<file path="config.mk">
export PLATFORM = sky130hd
export DESIGN_NAME = run_ctrl
export DESIGN_NICKNAME = d
export VERILOG_FILES = /design/src/rtl/run_ctrl_pkg.sv /design/src/rtl/run_cycle_ctr.sv /design/src/rtl/run_ctrl.sv
export SDC_FILE = /design/constraint.sdc
export NUM_CORES = 1
export LEC_CHECK = 0
export BUFFER_PORTS_ARGS = -buffer_cell sky130_fd_sc_hd__buf_2
export CORE_ASPECT_RATIO = 0.5
export CORE_MARGIN = 2
export CORE_UTILIZATION = 23
export DETAILED_ROUTE_END_ITERATION = 8
export GPL_TIMING_DRIVEN = 0
export PLACE_DENSITY = 0.63
export SYNTH_ARGS = -nofsm -noshare
export SYNTH_HDL_FRONTEND = slang
export SYNTH_SLANG_ARGS = --single-unit
</file>
<file path="constraint.sdc">
create_clock -name clk -period 3.3 [get_ports clk]
set_clock_uncertainty 0.2 [all_clocks]
set_input_delay 0.66 -clock clk [delete_from_list [all_inputs] [get_ports clk]]
set_output_delay 0.66 -clock clk [all_outputs]
set_load 0.02 [all_outputs]
</file>
<file path="src/rtl/run_ctrl_pkg.sv">
// Shared types for the X9 run/handshake controller.
// Optional watchdog is enabled with RUN_CTRL_WDOG_EN.
package run_ctrl_pkg;

    typedef enum logic [2:0] {
        IDLE  = 3'd0,
        START = 3'd1,
        RUN   = 3'd2,
        DRAIN = 3'd3,
        DONE  = 3'd4
    } run_state_t;

    localparam logic [8:0] DEF_HALT_CODE = 9'h1FF;

    typedef struct packed {
        logic       wr_en;
        logic [7:0] addr;
        logic [7:0] dat;
    } mem_req_t;

endpackage

</file>
<file path="src/rtl/run_cycle_ctr.sv">
// Clear/enable saturating cycle counter with watchdog limit compare.
// The limit compare exists only when RUN_CTRL_WDOG_EN is defined.
module run_cycle_ctr #(
    parameter int unsigned CW = 16
) (
    input  logic          clk,
    input  logic          reset,
    input  logic          clr,
    input  logic          en,
    input  logic [CW-1:0] limit,
    output logic [CW-1:0] cnt,
    output logic          at_limit
);

    always_ff @(posedge clk) begin
        if (!reset) begin
            cnt <= '0;
        end else if (clr) begin
            cnt <= '0;
        end else if (en && (cnt != {CW{1'b1}})) begin
            cnt <= cnt + CW'(1);
        end
    end

`ifdef RUN_CTRL_WDOG_EN
    assign at_limit = (cnt == limit);
`else
    logic unused_limit;
    assign unused_limit = ^limit;
    assign at_limit     = 1'b0;
`endif

endmodule

</file>
<file path="src/rtl/run_ctrl.sv">
// Run/handshake controller: holds the X9 core in reset while the host owns data memory,
// runs the program to halt, then hands memory back. Watchdog enabled by RUN_CTRL_WDOG_EN.
module run_ctrl
    import run_ctrl_pkg::*;
#(
    parameter int unsigned   D         = 12,
    parameter int unsigned   CW        = 16,
    parameter logic [D-1:0]  END_PC    = {D{1'b1}},
    parameter logic [8:0]    HALT_CODE = DEF_HALT_CODE,
    parameter logic [CW-1:0] MAX_CYC   = {CW{1'b1}}
) (
    input  logic          clk,
    input  logic          reset,
    input  logic          req,
    output logic          done,
    output logic          timeout,
    output logic          core_rst,
    output logic          core_en,
    input  logic [D-1:0]  prog_ctr,
    input  logic [8:0]    mach_code,
    input  logic          host_wr_en,
    input  logic [7:0]    host_addr,
    input  logic [7:0]    host_dat,
    input  logic          core_wr_en,
    input  logic [7:0]    core_addr,
    input  logic [7:0]    core_dat,
    output logic          mem_wr_en,
    output logic [7:0]    mem_addr,
    output logic [7:0]    mem_dat,
    output logic [CW-1:0] cyc_cnt,
    output logic          host_err
);

    run_state_t state_q, state_d;
    logic       halt, at_limit, wdog_hit, host_err_d;
    mem_req_t   host_req, core_req, mem_req;

    assign halt     = (mach_code == HALT_CODE) || (prog_ctr == END_PC);
    // A halt in the same cycle as the watchdog limit is a normal finish.
    assign wdog_hit = at_limit && !halt;

    run_cycle_ctr #(
        .CW (CW)
    ) u_cyc (
        .clk      (clk),
        .reset    (reset),
        .clr      (state_q == START),
        .en       (state_q == RUN),
        .limit    (MAX_CYC - CW'(1)),
        .cnt      (cyc_cnt),
        .at_limit (at_limit)
    );

    always_comb begin
        state_d = state_q;
        case (state_q)
            IDLE:    if (req) state_d = START;
            START:   state_d = RUN;
            RUN:     if (halt || wdog_hit) state_d = DRAIN;
            DRAIN:   state_d = DONE;
            DONE:    if (!req) state_d = IDLE;
            default: state_d = IDLE;
        endcase
    end

    // A host write during START still flags, even though START clears the old flag.
    always_comb begin
        host_err_d = (state_q == START) ? 1'b0 : host_err;
        if (host_wr_en && (state_q inside {START, RUN, DRAIN})) host_err_d = 1'b1;
    end

    always_ff @(posedge clk) begin
        if (!reset) begin
            state_q  <= IDLE;
            host_err <= 1'b0;
        end else begin
            state_q  <= state_d;
            host_err <= host_err_d;
        end
    end

`ifdef RUN_CTRL_WDOG_EN
    logic timeout_q;
    always_ff @(posedge clk) begin
        if (!reset) begin
            timeout_q <= 1'b0;
        end else if (state_q == START) begin
            timeout_q <= 1'b0;
        end else if ((state_q == RUN) && wdog_hit) begin
            timeout_q <= 1'b1;
        end
    end
    assign timeout = timeout_q;
`else
    assign timeout = 1'b0;
`endif

    assign done     = (state_q == DONE);
    assign core_rst = (state_q == IDLE) || (state_q == START);
    assign core_en  = (state_q == RUN);

    assign host_req = '{wr_en: host_wr_en, addr: host_addr, dat: host_dat};
    assign core_req = '{wr_en: core_wr_en, addr: core_addr, dat: core_dat};

    always_comb begin
        mem_req = host_req;
        if (state_q == RUN) begin
            mem_req = core_req;
        end else if (state_q == DRAIN) begin
            mem_req       = core_req;
            mem_req.wr_en = 1'b0;
        end
    end

    assign mem_wr_en = mem_req.wr_en;
    assign mem_addr  = mem_req.addr;
    assign mem_dat   = mem_req.dat;

endmodule

</file>
Word-level counts from Yosys, hierarchy flattened
Cells that the tools add are included.

$add $sub $neg: 1. Multiply operators: 0. Divide/modulo/power cells: 0. Magnitude comparators: 0. Equal/unequal tests: 10. Shift-type cells: 0. Mux-type cells: 8. Bitwise logic cells: 1. Reductions and logical operators: 9.

Operators with widths (count): 2-to-1 mux 17 bit (2); adder 16 x 1 -> 16 bit, second input constant (1); != test 16 bit, second input constant (1); one-hot mux 3 bit (5 select lines) (1); equality test 12 bit, second input constant (1); equality test 9 bit, second input constant (1); 2-to-1 mux 3 bit (3); equality test 3 x 2 -> 1 bit, second input constant (2); != test 2 bit, second input constant (3); equality test 3 x 1 -> 1 bit, second input constant (1); equality test 3 bit, second input constant (1); logical NOT 3 bit (1); AND reduction 3 bit (1); nonzero test 3 bit (1); logical AND 1 bit (2); logical OR 1 bit (2); 2-to-1 mux 1 bit (2); nonzero test 2 bit (1); OR reduction 2 bit (1); NOT 1 bit (1).

Register bits: 20. Latch bits: 0. Memory bits (writable): 0. Bits in read-only memories: 0. Input bits: 58. Output and inout bits: 38. Word-level logic and storage cells: 32. Memories kept: 0.

Depth between registers and ports, before layout
Gate-level depths: netlist of run 1.

Word-level depth: 4. Mapped depth: 7. Depth with buffers taken out: 5.

Modules after synthesis
Synthesis of run 1 repeated with hierarchy kept, for this count alone.

Cell total of the unflattened synthesis: 150. Area, all modules: 1417.6 µm².

Modules (own cells, without submodules): run_cycle_ctr (instances 1, cells an instance 93, area each 875.8 µm², sequential area each 320.3 µm²); run_ctrl (instances 1, cells an instance 57, area each 541.8 µm², sequential area each 80.1 µm²).

Worst setup path after synthesis of run 1
Ideal clock, no wire load.

Path type: register -> output. Start point: register state_q[1]. End point: output mem_addr[0]. Data arrival time: 1669 ps. Required time: 2440 ps. Setup slack: 771 ps. Stages on the path, launching flop included: 6. Buffers on the path: 2. Cells stage by stage: dfxtp_1 > buf_4 > inv_1 > nor2_1 > clkbuf_1 > mux2_2.

Word-level cells in the longest chain between the ends: 3. Elaborated cells on any way between the ends: 4. Classes of those cells: 2 x eq/ne; 2 x mux.

RTL lines: start, declared (line run_ctrl.sv:34) `run_state_t state_q, state_d;`; start signal, assigned (line run_ctrl.sv:77) `state_q <= state_d;`; equality test 3 x 2 -> 1 bit (line run_ctrl.sv:109) `end else if (state_q == DRAIN) begin`; 2-to-1 mux 17 bit (line run_ctrl.sv:109); 2-to-1 mux 17 bit * (line run_ctrl.sv:107) `if (state_q == RUN) begin`; end, declared (line run_ctrl.sv:28) `output logic [7:0] mem_addr,`.

Mark *: on every way between the ends. The rest lies on a longest branch, timed or not.

Final worst setup path of run 1
Start point: register state_q[1]. End point: output mem_addr[4].

Same word-level chain as after synthesis.

==> results.cfg, run 1 <==
[status]
status = completed

[timing]
maxSlewViolCount = 0
fmax_mhz = 332
rsz0062_at_grt = no
slew_headroom = 0.651
setup_viol = 0
min_period_ns = 3.02
fin_crit_sh = 0.914
hold_viol_final = 0
fin_tns_setup_ns = 0
finalHoldWorstSlack_ns = 0.300
worstMarginPinSlew_ns = 0.521

[worst_setup_path]
cp-startpoint = state_q[1]$_SDFFE_PN0P_
r2r_cells = 7
rr_startpoint = u_cyc.cnt[0]$_SDFFE_PP0P_
cp.required_ns = 2.44
worstPathArrival_ns = 2.16
r2r_setup_slack_ns = 0.86
crit_fanout = 10
cp-start-kind = register
critPathKind = reg -> out
r2r_end = u_cyc.cnt[9]$_SDFFE_PP0P_
end_kind = output pin

[min_path]
worstHoldPathCells = 2
hold_class = reg -> reg
min_to = u_cyc.cnt[15]$_SDFFE_PP0P_
hold_path_startpoint = u_cyc.cnt[15]$_SDFFE_PP0P_

[pwr]
powerDensity_mw_per_mm2 = 344
p_sw_mw = 0.218
p_sw_frac = 0.336
peakVddDrop_mv = 0.152
combPwrFrac = 0.355
p_int_mw = 0.431
total_power_mw = 0.649
p_leak_nw = 0.803
p_clk_frac = 0.249
sequentialPowerShare = 0.396

[placement]
place.gp.congestion = 0.774
portBuffers = 94
dp_hpwl_mm = 3.04

[logic_synthesis]
yosysMostFrequentCell = dfxtp_1
synth_area_mm2 = 0.00128
synth_ff_type = dfxtp_1
yosys.area.top_type = dfxtp_1
syn_area_per_cell_um2 = 8.20
ys_top_cells_by_area = dfxtp_1 31%, mux2_2 14%, a21oi_1 6.6%
syn_nets = 215
ys_seq_area_frac = 0.313
async_reset_ff_frac = 0
synthCells = 156
yosysWarnings = 0
synth_commonest_cells = 20 x dfxtp_1, 17 x a21oi_1, 16 x mux2_2
synth_cell_types = 33
synth.top_cell.area_share = 0.313
synth-edff-count = 0
synth_seq_cells = 20

[cells_and_area]
regArea_um2 = 400
drive_above_1_share = 0.470
fillers = 583
final_core_util = 0.348
multi_input_area_um2 = 821
area_delta_synth_final_pct = 47.3
layout.nets = 314
diodes = 0

[clocking]
cts_tree = yes
htree_levels = 1
post_cts_buffers = 0
cts.sinks = 20
cts_max_path_buffers = 2
insertion_delay_ns = 0.26
clkTransAtPathRegs_ns = 0.07
cts_root_buf = clkbuf_8
cts_buffers = 3

[global_routing]
grt_pass1_wl_mm = 6.40
grt-ovfl-total = 0
grt_pass1_vias = 1470
grtUsageTotal = 0.127
antenna_found_initial = 0
grt_max_degree = 11

[route]
ant_nets = 0
dr.pass1.iters = 4
initialDrtViolationCount = 48
wirelength_mm = 3.79
viasPerCell = 4.76
route.detailed.drc = 0
vias = 1552
wl_per_cell_um = 11.6

[die]
io_pins = 96
core_mm2 = 0.00542
dieArea_mm2 = 0.00621
fp.dieW_um = 110
rows = 19
die_h_um = 56.8
start_util = 0.236

[run]
maxCapViolations = 0
## registers in the layout, indices dropped and copies added, names as in the netlist
name       cells
u_cyc.cnt     16
state_q        3
host_err       1
## how the worst max path moves through the flow
stage                        to  slack [ns]  depth (start not counted)
floorplan           mem_addr[0]        0.77                          5
global placement    mem_addr[4]        0.46                          6
detailed placement  mem_addr[4]        0.38                          6
CTS                 mem_addr[4]        0.10                          6
global route        mem_addr[4]        0.14                          6
finish              mem_addr[4]        0.28                          6
## kinds of logic (layout without fill, tap and decap cells)
family	Yosys count	after routing	share of synthesized area
compound gates	39	39	0.181
mux	16	16	0.141
xor+xnor	1	1	0.00684
fa+ha+maj	1	1	0.00977
flops	20	20	0.313
simple gates	64	64	0.298
buf+inv	14	111	0.0479
other cells	1	1	0.00293
## cell usage in the layout (no fill, tap or decap), types with 5 or more instances in the layout
cell / synthesis / layout
inv_1: 5 / 5
a21oi_1: 17 / 17
o21ai_0: 6 / 6
o31ai_1: 10 / 10
or4_1: 10 / 10
clkbuf_1: 6 / 6
mux2_2: 16 / 16
nand4_1: 9 / 9
nand2_1: 8 / 8
nor2_1: 6 / 5
buf_2: 0 / 94
nor3_1: 5 / 5
dfxtp_1: 20 / 20
nand3_1: 6 / 6
## final cells by class
class | instances | share of cell area
clock buffers | 3 | 0.0219
inverters | 5 | 0.00995
well taps | 73 | 0.0484
repair buffers | 94 | 0.250
flip-flops and latches | 20 | 0.212
multi-input cells | 122 | 0.435
plain buffers | 9 | 0.0226
## power groups by stage
| stage | Combinational [mW] | Sequential, mW | Clock, mW |
|---|---|---|---|
| global route | 0.250 | 0.259 | 0.180 |
| detailed placement | 0.231 | 0.262 | 0 |
| global placement | 0.227 | 0.262 | 0 |
| finish | 0.231 | 0.257 | 0.162 |
| floorplan | 0.143 | 0.265 | 0 |
| CTS | 0.231 | 0.257 | 0.165 |
## repair_timing
action,CTS,global route
gates resized for setup,0,1
endpoints found under the setup margin,0,8
hold buffers,0,0
## through the flow
step / area (um^2) / worst slack (ns) / std cells
floorplan: 1280 / 0.771 / 156
finish: 1890 / 0.284 / 326
CTS: 1880 / 0.102 / 326
detailed placement: 1840 / 0.378 / 323
global route: 1890 / 0.145 / 326
global placement: 1840 / 0.459 / 323
## critical path, cell delays in order, from the launching register on
cell and delay (ns):
dfxtp_1 0.31, buf_4 0.14, inv_1 0.08, nor2_2 0.37
clkbuf_1 0.44, mux2_2 0.40, buf_2 0.16
## layer usage
metal	routed length (um)	up-vias	global-route usage
met3	118	4	0.0105
met4	57	0	0.0488
met1	1680	718	0.152
met5	0	-	0
li1	-	797	-
met2	1940	33	0.235
(Power assumes the default switching activity.)
==> run 2, diff against run 1 <==
Settings changed: SETUP_SLACK_MARGIN set to 0.4.
==> run 2 against run 1 <==
Compared with the run above:
- maximum frequency is 10% higher
- clock-buffer cell count is the same
- non-clock buffer count stayed put
- flip-flop and latch count unchanged
- setup slack better by 0.28 ns
- combinational power barely moved
- worst hold slack gained 0.0020 ns
- utilization increased by 0.12 points
- via count is 0.64% higher
- total power grew 0.23%
- critical path depth unchanged
- final cell count unchanged
==> results.cfg, run 2 (synthesized netlist as in run 1, its figures left out) <==
[status]
status = completed

[global_routing]
grt_pass1_vias = 1470
grt-ovfl-total = 0
grtUsageTotal = 0.127
grt_pass1_wl_mm = 6.41
grt_max_degree = 11
antenna_found_initial = 0

[clocking]
cts_max_path_buffers = 2
htree_levels = 1
insertion_delay_ns = 0.26
ctsHoldBuffers = 0
cts_tree = yes
cts.sinks = 20
cts_buffers = 3
clkTransAtPathRegs_ns = 0.07
cts_root_buf = clkbuf_8

[pwr]
total_power_mw = 0.651
p_leak_nw = 0.807
powerDensity_mw_per_mm2 = 344
peakVddDrop_mv = 0.152

[die]
fp.dieW_um = 110
die_h_um = 56.8
core_mm2 = 0.00542
dieArea_mm2 = 0.00621
io_pins = 96
rows = 19
start_util = 0.236

[cells_and_area]
top_regs = u_cyc.cnt (16), state_q (3), host_err (1)
layout_commonest_cell = buf_2
regArea_um2 = 400
final_cell_mix = 94 x buf_2, 20 x dfxtp_1, 17 x a21oi_1, 16 x mux2_2
fillers = 583
largest_reg_flops = 16
multi_input_area_um2 = 826
final_area_mm2 = 0.00189
drive_above_1_share = 0.474
diodes = 0
layout.nets = 314
area_delta_synth_final_pct = 47.8
regMostFlops = u_cyc.cnt

[worst_setup_path]
cp.required_ns = 2.44
end_kind = output pin
slowest_delay_ns = 0.37
cp_slowest_cell = mux2_2
crit_fanout = 10
cp-start-kind = register
worstPathArrival_ns = 1.88
worstPathCellList = buf_4 > inv_1 > nor2_4 > clkbuf_2 > mux2_2 > buf_2
critPathKind = reg -> out

[route]
route.detailed.drc = 0
dr.pass1.iters = 4
vias = 1562
ant_nets = 0
wirelength_mm = 3.79
initialDrtViolationCount = 57
wl_per_cell_um = 11.6
viasPerCell = 4.79

[timing]
fin_crit_sh = 0.829
rsz0062_at_grt = no
setup_viol = 0
worstMarginPinSlew_ns = 0.522
hold_viol_final = 0
maxSlewViolCount = 0
fin_tns_setup_ns = 0
fmax_mhz = 365
min_period_ns = 2.74
slew_headroom = 0.649

[placement]
place.gp.congestion = 0.774
place_area_mm2 = 0.00184
dp_hpwl_mm = 3.04
portBuffers = 94

[run]
maxCapViolations = 0

[min_path]
hold_class = reg -> reg
## run 2: worst max-delay path, delay by kind of cell (launching register included)
kind,cells,cell delay (ns)
buf+inv,4,0.69
flops,1,0.31
mux,1,0.37
simple gates,1,0.24
## run 2: power by group
group	switching, mW	internal, mW	total, mW
logic	0.131	0.102	0.233
clock network	0.0796	0.0813	0.161
registers	0.00802	0.249	0.257
## run 2: area by class of cell
cell class	count	area share
buffer	9	0.0231
clock buffer	3	0.0218
inverter	5	0.00992
multi-input combinational	122	0.437
sequential	20	0.212
tap	73	0.0483
timing repair buffer	94	0.249
## run 2: per-stage QoR
| stage | hold WS, ns | setup slack, ns | utilization | instances |
|---|---|---|---|---|
| finish | 0.302 | 0.564 | 0.349 | 326 |
| global route | 0.342 | 0.452 | 0.349 | 326 |
| CTS | 0.306 | 0.433 | 0.348 | 326 |
| detailed placement | 0.297 | 0.378 | 0.340 | 323 |
| global placement | 0.275 | 0.459 | 0.340 | 323 |
| floorplan | 0.313 | 0.771 | - | 156 |
## run 2: timing repair
action / in CTS / in global routing
resized for setup: 2 / 1
setup buffers: 0 / 0
hold endpoints to repair: 0 / 0
endpoints found under the setup margin: 9 / 8
## run 2: worst paths after layout
path	from	to	slack [ns]	cells after the start
setup / recovery	state_q[1]$_SDFFE_PN0P_	mem_addr[4]	0.56	6
hold / removal	u_cyc.cnt[15]$_SDFFE_PP0P_	u_cyc.cnt[15]$_SDFFE_PP0P_	0.30	2
setup reg to reg	state_q[1]$_SDFFE_PN0P_	u_cyc.cnt[15]$_SDFFE_PP0P_	0.88	6
hold reg to reg	u_cyc.cnt[15]$_SDFFE_PP0P_	u_cyc.cnt[15]$_SDFFE_PP0P_	0.30	2
## run 2: layer usage
metal | vias to the layer above | track usage | wire, um | share of wire
li1 | 793 | - | - | -
met4 | 0 | 0.0488 | 55 | 0.015
met2 | 42 | 0.235 | 1960 | 0.52
met3 | 4 | 0.0105 | 140 | 0.037
met1 | 723 | 0.153 | 1640 | 0.43
met5 | - | 0 | 0 | 0
==> run 3, diff against run 2 <==
Settings changed: PLACE_DENSITY 0.63 to 0.65.
Clock period 3.3 ns to 2.4 ns, I/O delays scaled along.
==> run 3 against run 2 <==
Compared with the run above:
- sequential share of layout area decreased by 3.2 points
- utilization increased by 6.6 points
- worst hold slack got worse by 0.036 ns
- critical path depth unchanged
- global-route usage increased by 0.98 points
- setup slack got worse by 0.45 ns
- cell area increased by 19%
- combinational power increased by 110%
- critical path type is now reg -> reg
==> results.cfg, run 3 (synthesized netlist as in run 1, its figures left out) <==
[status]
status = completed

[clocking]
ctsHoldBuffers = 0
cts_tree = yes
cts_buffers = 3
cts.sinks = 20
insertion_delay_ns = 0.26
cts_root_buf = clkbuf_8
htree_levels = 1
clkTransAtPathRegs_ns = 0.07
cts_max_path_buffers = 2

[cells_and_area]
drive_above_1_share = 0.572
layout_commonest_cell = buf_2
diodes = 0
regMostFlops = u_cyc.cnt
area_delta_synth_final_pct = 75.9
fillers = 556
top_regs = u_cyc.cnt (16), state_q (3), host_err (1)
regArea_um2 = 405
final_cell_mix = 77 x buf_2, 19 x buf_6, 16 x mux2_4, 16 x dfxtp_1, 15 x a21oi_1
layout.nets = 325
multi_input_area_um2 = 936
largest_reg_flops = 16
fin_cells = 337

[pwr]
p_int_mw = 0.719
powerDensity_mw_per_mm2 = 472
p_sw_frac = 0.323
combPwrFrac = 0.457
sequentialPowerShare = 0.336
total_power_mw = 1.06
p_leak_nw = 0.996
p_clk_frac = 0.207
peakVddDrop_mv = 0.245
p_sw_mw = 0.343

[timing]
hold_viol_final = 0
slew_headroom = 0.646
setup_ws_ns = 0.111
rsz0062_at_grt = yes
fin_crit_sh = 0.954
setup_viol = 0
maxSlewViolCount = 0
worstMarginPinSlew_ns = 0.526
fmax_mhz = 437
min_period_ns = 2.29

[route]
viasPerCell = 4.91
wirelength_mm = 4.48
dr.pass1.iters = 4
route.detailed.drc = 0
initialDrtViolationCount = 57
ant_nets = 0
vias = 1656
wl_per_cell_um = 13.3

[run]
maxCapViolations = 0

[global_routing]
grtUsageTotal = 0.137
antenna_found_initial = 0
grt-ovfl-total = 0
grt_max_degree = 11
grt_pass1_wl_mm = 6.97
grt_pass1_vias = 1635

[die]
dieArea_mm2 = 0.00621
rows = 19
fp.dieW_um = 110
core_mm2 = 0.00542
io_pins = 96
die_h_um = 56.8
start_util = 0.236

[placement]
portBuffers = 94
place.gp.congestion = 0.751
place_ws_ns = -0.0104
placedCellCount = 323
dp_hpwl_mm = 3.16

[min_path]
hold_class = in -> reg

[worst_setup_path]
crit_fanout = 5
critPathKind = reg -> reg
cp.required_ns = 2.39
cp-start-kind = register
worstPathArrival_ns = 2.28
end_kind = register
## run 3: changes by cell type in the layout (fill, tap and decap cells not counted), sizes merged
cell    previous run  this run
clkbuf            10         5
buf               96       112
## run 3: timing repair
action,4_1_cts,5_1_grt
cloned,1,0
resized for setup,61,26
pin swaps,1,5
endpoints found under the setup margin,35,34
buffers inserted,5,5
## run 3: worst paths after layout
kind                              startpoint                    endpoint  cells past startpoint  slack [ns]
setup / recovery     state_q[1]$_SDFFE_PN0P_  u_cyc.cnt[13]$_SDFFE_PP0P_                      6        0.11
hold / removal                           req     state_q[2]$_SDFFE_PN0P_                      3        0.27
setup reg to reg     state_q[1]$_SDFFE_PN0P_  u_cyc.cnt[13]$_SDFFE_PP0P_                      6        0.11
hold reg to reg   u_cyc.cnt[15]$_SDFFE_PP0P_  u_cyc.cnt[15]$_SDFFE_PP0P_                      2        0.31
## run 3: final cells by class
type	instances	share of cell area
well taps	73	0.0406
flip-flops and latches	20	0.180
plain buffers	9	0.0356
repair buffers	105	0.299
clock buffers	3	0.0183
inverters	5	0.0106
multi-input cells	122	0.416
## run 3: critical path: stages (launching register included)
cell,delay (ns)
dfxtp_2,0.32
buf_6,0.10
or3b_4,0.38
or4b_4,0.52
buf_6,0.13
or4_1,0.45
a21oi_1,0.12
## run 3: metrics by stage
step                      utilization  hold slack (ns)  setup TNS (ns)  instance area [um^2]
after detailed placement        0.342            0.286         -0.0200                  1850
after global placement          0.342            0.283               0                  1850
final                           0.415            0.266               0                  2250
after global routing            0.415            0.279               0                  2250
after CTS                       0.395            0.269               0                  2140
after floorplan                     -            0.313               0                  1290
## run 3: per-layer routing
layer	wire, um	vias to the layer above	global-route usage
met4	57	0	0.0651
li1	-	815	-
met1	1860	790	0.151
met3	161	6	0.0174
met2	2410	45	0.258
met5	0	-	0
## run 3: power by group through the flow
stage                     Combinational (mW)  Sequential (mW)  Clock, mW
after floorplan                        0.201            0.366          0
after global placement                 0.317            0.362          0
after detailed placement               0.323            0.363          0
after CTS                              0.453            0.356      0.222
after global routing                   0.513            0.358      0.235
final                                  0.485            0.357      0.220
